--- src/rtl/cpu_mem_bridge.sv ---
// Shares one req/ack memory port between the CPU fetch and load/store ports.
// Serves one transaction at a time, with load/store priority and a timeout on hung accesses.
//   state | meaning
//   IDLE  | sample fetch / load-store requests
//   FETCH | fetch request on the memory port, waiting for ack
//   LDST  | load/store request on the memory port, waiting for ack
//   RESP  | valid pulse to the CPU; the CPU drops its request this cycle
module cpu_mem_bridge #(
    parameter int                DATA_W   = 16,
    parameter int                ADDR_W   = 16,
    parameter int                TIMEOUT  = 64,
    parameter logic [DATA_W-1:0] ERR_DATA = DATA_W'(16'hDEAD)
) (
    input  logic              clk,
    input  logic              reset,
    input  logic              i_pc_rd,
    input  logic [ADDR_W-1:0] i_pc_addr,
    output logic [DATA_W-1:0] o_pc_rddata,
    output logic              o_pc_valid,
    input  logic              i_ldst_rd,
    input  logic              i_ldst_wr,
    input  logic [ADDR_W-1:0] i_ldst_addr,
    input  logic [DATA_W-1:0] i_ldst_wrdata,
    output logic [DATA_W-1:0] o_ldst_rddata,
    output logic              o_ldst_valid,
    output logic              o_stall,
    output logic              o_mem_req,
    output logic              o_mem_wr,
    output logic [ADDR_W-1:0] o_mem_addr,
    output logic [DATA_W-1:0] o_mem_wrdata,
    input  logic              i_mem_ack,
    input  logic [DATA_W-1:0] i_mem_rddata,
    output logic              o_timeout_err,
    output logic              o_busy
);

    localparam int CNT_W = (TIMEOUT > 0) ? $clog2(TIMEOUT + 1) : 1;
    localparam logic [CNT_W-1:0] CNT_LAST = (TIMEOUT > 0) ? CNT_W'(TIMEOUT - 1) : '0;

    typedef enum logic [1:0] {
        IDLE  = 2'd0,
        FETCH = 2'd1,
        LDST  = 2'd2,
        RESP  = 2'd3
    } state_t;

    state_t           state;
    logic [CNT_W-1:0] tmo_cnt;
    logic             expired;
    logic [DATA_W-1:0] done_data;

    // Abort when this no-ack cycle would bring the count to TIMEOUT; an ack in that cycle wins.
    assign expired   = (TIMEOUT > 0) && (tmo_cnt == CNT_LAST) && !i_mem_ack;
    assign done_data = i_mem_ack ? i_mem_rddata : ERR_DATA;

    assign o_stall = (i_pc_rd & ~o_pc_valid) | ((i_ldst_rd | i_ldst_wr) & ~o_ldst_valid);
    assign o_busy  = (state != IDLE);

    always_ff @(posedge clk) begin
        if (!reset) begin
            state         <= IDLE;
            tmo_cnt       <= '0;
            o_mem_req     <= 1'b0;
            o_mem_wr      <= 1'b0;
            o_mem_addr    <= '0;
            o_mem_wrdata  <= '0;
            o_pc_rddata   <= '0;
            o_pc_valid    <= 1'b0;
            o_ldst_rddata <= '0;
            o_ldst_valid  <= 1'b0;
            o_timeout_err <= 1'b0;
        end else begin
            o_pc_valid   <= 1'b0;
            o_ldst_valid <= 1'b0;
            case (state)
                IDLE: begin
                    tmo_cnt <= '0;
                    if (i_ldst_rd || i_ldst_wr) begin
                        o_mem_addr   <= i_ldst_addr;
                        o_mem_wrdata <= i_ldst_wrdata;
                        o_mem_wr     <= i_ldst_wr;
                        o_mem_req    <= 1'b1;
                        state        <= LDST;
                    end else if (i_pc_rd) begin
                        o_mem_addr <= i_pc_addr;
                        o_mem_wr   <= 1'b0;
                        o_mem_req  <= 1'b1;
                        state      <= FETCH;
                    end
                end
                FETCH, LDST: begin
                    if (i_mem_ack || expired) begin
                        o_mem_req <= 1'b0;
                        state     <= RESP;
                        if (!i_mem_ack) begin
                            o_timeout_err <= 1'b1;
                        end
                        if (state == FETCH) begin
                            o_pc_valid  <= 1'b1;
                            o_pc_rddata <= done_data;
                        end else begin
                            o_ldst_valid <= 1'b1;
                            if (!o_mem_wr) begin
                                o_ldst_rddata <= done_data;
                            end
                        end
                    end else if (TIMEOUT > 0) begin
                        tmo_cnt <= tmo_cnt + 1'b1;
                    end
                end
                RESP: begin
                    state <= IDLE;
                end
                default: begin
                    state <= IDLE;
                end
            endcase
        end
    end

endmodule
--- config.mk ---
export PLATFORM = sky130hd
export DESIGN_NAME = cpu_mem_bridge
export DESIGN_NICKNAME = d
export VERILOG_FILES = /design/src/rtl/cpu_mem_bridge.sv
export SDC_FILE = /design/constraint.sdc
export NUM_CORES = 1
export LEC_CHECK = 0
export BUFFER_PORTS_ARGS = -buffer_cell sky130_fd_sc_hd__buf_2
export CAP_MARGIN = 20
export CORE_UTILIZATION = 50
export CTS_CLUSTER_SIZE = 8
export DETAILED_ROUTE_END_ITERATION = 7
export PLACE_DENSITY = 0.86
export RECOVER_POWER = 25
export SLEW_MARGIN = 20
export SYNTH_ARGS = -nofsm -noshare
export SYNTH_HDL_FRONTEND = slang
export SYNTH_SLANG_ARGS = --single-unit
--- constraint.sdc ---
create_clock -name clk -period 3.2 [get_ports clk]
set_input_delay 0.16 -clock clk [delete_from_list [all_inputs] [get_ports clk]]
set_output_delay 0.16 -clock clk [all_outputs]
set_load 0.01 [all_outputs]
==> run summary <==
met1 GRT Util - 27.5%
synthesis-to-finish area growth - 28.2%
clock root cell - clkbuf_8
Area contributors post-synth - dfxtp_1 50%, nand2_1 7.8%, a311oi_1 7.5%, o221a_2 6.8%, a21oi_1 5.1%
main combinational cell family by area after synthesis - compound AO/OA/AOI/OAI gates
drt initial violations - 154
CTS H-tree lvls - 3
crit share post-route - 62.5%
CP Class - register to register
synthesized cell area - 0.00314 mm2
Post-Syn Area per Cell - 9.14 um2
worst slew pin tran - 1.11 ns
Residual DRC - 0
IO Port Bufs - 140
Simple-Gate Fraction of Synth Area - 15.5%
outcome - completed
placer congestion estimate - 0.790
vias per inst - 5.61
post-synthesis async set-or-reset flop share - 0%
first-pass GRT wire length - 12400 um
clock slew seen by the registers of the worst setup and hold paths - 0.08 ns
FF-to-FF End - tmo_cnt[4]$_SDFFE_PN0P_
Worst setup EP type - register
Min-Delay Path Depth - 3
Nets - 544
crit path DAT - 2.29 ns
row count - 28
DR WL/cell - 14.8 um
Post-DP HPWL - 5660 um
total power - 3.54 mW
Hold EP - o_mem_wrdata[3]$_SDFFE_PN0P_
GR Layer Usage met3 - 6.18%
Synth Area in Compound Gates - 27.0%
Clock Path Buffers - 2
Antenna diodes - 0
Max Slew Vio Count - 0
share of cells above drive strength 1 - 30.9%
All-Layer GR Usage - 24.7%
grt peak-use layer - met2
core region area - 0.00599 mm2
die area - 0.00661 mm2
Setup violations, final - 0
DR vias - 3083
Hold Vio Cnt, Final - 0
kind of start point of the critical path - register
synthesized net count - 418
IO Pins - 141
worst r2r src - state[0]$_SDFFE_PN0P_
post-route ant nets - 0
Yosys top cell area share - 49.7%
Max Clock Freq - 0.500 GHz
fin cells - 550
Hold Crit Class - primary input to register
RSZ-0062 raised after global routing - no
post-synthesis mux area share - 0.955%
hold path start - i_ldst_wrdata[3]
critical path fanouts, max - 14
xor and xnor area share after synthesis - 0%
met2 usage - 43.1%
Syn Inst Count - 344
TNS Setup - 0 ns
adder-cell share of the synthesized area - 1.59%
Routed WL - 8150 um
CTS tree - built
worst reg-to-reg path cell count - 6
clock buffer count from CTS - 9
clock skew - 0.0121 ns
Synth warnings - 0
placed insts - 534
most frequent cells in the layout - 103 x buf_2, 78 x dfxtp_1, 65 x nand2_1
P per Cell Area - 878 mW/mm2
grt total ovfl - 0
initial core utilization - 52.5%
vias in the first global route - 2735
max cap viols - 0
die width - 81.3 um
top_reg_cell synth - dfxtp_1
largest net degree at the start of global routing - 35
fin crit period - 2.00 ns
VDD IR max - 0.000474 V
sequential fraction of the synthesis area - 49.7%
Post-synth EDFFs - 0
slew margin rel. - 26.0%
#FFs+latches synth - 78
FF-to-FF setup slack - 1.20 ns
Critical Path RT - 3.49 ns
die height - 81.3 um
hold buffers post-CTS - 0
CTS resizes - 0
CTS Sinks - 78
leakage power - 1.75 nW
most common cell after layout, fill and taps aside - buf_2
Cell variety after synth - 40
postcts setup bufs - 0
cell taking the most area after synthesis - dfxtp_1
1st-pass router iterations - 4
Skew-Pair Late Insertion Delay - 0.36 ns
initial antenna violation count - 0
[flip-flops by register name, summed over array words and instances, names as in the netlist]
register       flops
o_ldst_rddata     16
o_ldst_valid       1
o_mem_addr        16
o_mem_req          1
o_mem_wr           1
o_mem_wrdata      16
o_pc_rddata       16
o_pc_valid         1
o_timeout_err      1
state              2
tmo_cnt            7
[through the flow]
step / hold WS [ns] / util, % / setup WS [ns] / area, um2
final: 0.0384 / 67.3 / 1.20 / 4030
after global routing: 0.0418 / 67.3 / 0.998 / 4030
after CTS: 0.0283 / 68.0 / 1.22 / 4070
after detailed placement: 0.409 / 63.9 / 1.25 / 3830
after global placement: 0.401 / 63.9 / 1.35 / 3830
after floorplan: 0.296 / - / 1.53 / 3140
[layout make-up]
cell class                      count  area [um2]
Fill cell                         532        1960
Tap cell                           75        93.8
Timing Repair Buffer              144         684
Multi-Input combinational cell    231        1420
Inverter                            6        22.5
Sequential cell                    78        1560
Clock buffer                       11         141
Clock inverter                      5         106
[routing by layer]
layer	up-vias	part of all wire, %
li1	1517	-
met1	1441	42
met2	114	49
met3	11	7.2
met4	0	1.7
met5	-	0
[power by group]
part           total (mW)  internal (mW)  switching (mW)
sequential           1.36           1.22           0.134
clock               0.897          0.541           0.356
combinational        1.29          0.490           0.796
total                3.54           2.25            1.29
[cells in the mapped netlist (2+ instances only)]
cell type and instances:
a21oi_1 32, a311oi_1 27, a31oi_1 3, and2_1 3, and3_1 5, buf_2 8
buf_4 2, buf_6 2, clkbuf_1 15, dfxtp_1 78, ha_1 4, inv_1 6
mux2i_1 3, nand2_1 65, nand2b_1 2, nand3_1 6, nor2_1 20, nor2_2 2
o211a_1 2, o211ai_1 2, o21ai_0 18, o221a_1 3, o221a_2 19
[how the worst max path moves through the flow]
| stage | startpoint | end | cells after the start |
|---|---|---|---|
| 2_1_floorplan | state[0]$_SDFFE_PN0P_ | tmo_cnt[4]$_SDFFE_PN0P_ | 7 |
| 3_3_place_gp | state[0]$_SDFFE_PN0P_ | tmo_cnt[4]$_SDFFE_PN0P_ | 6 |
| 3_5_place_dp | state[0]$_SDFFE_PN0P_ | tmo_cnt[4]$_SDFFE_PN0P_ | 6 |
| 4_1_cts | state[0]$_SDFFE_PN0P_ | tmo_cnt[4]$_SDFFE_PN0P_ | 6 |
| 5_1_grt | state[1]$_SDFFE_PN0P_ | o_mem_wrdata[8]$_SDFFE_PN0P_ | 6 |
| 6_report | state[0]$_SDFFE_PN0P_ | tmo_cnt[4]$_SDFFE_PN0P_ | 6 |
[critical path, stage by stage (launching register included)]
cell      delay [ns]
dfxtp_1         0.37
inv_1           0.08
ha_1            0.53
nand2b_4        0.08
a21o_1          0.26
or4_1           0.54
nand2_1         0.09
[logic make-up (layout without fill, tap and decap cells)]
logic type      count (synthesis)  count (layout)
flops                          78              78
mux                             3               3
compound gates                114             114
simple gates                  110             110
buf+inv                        35             166
fa+ha+maj                       4               4
Power figures use the tool's default switching activity.
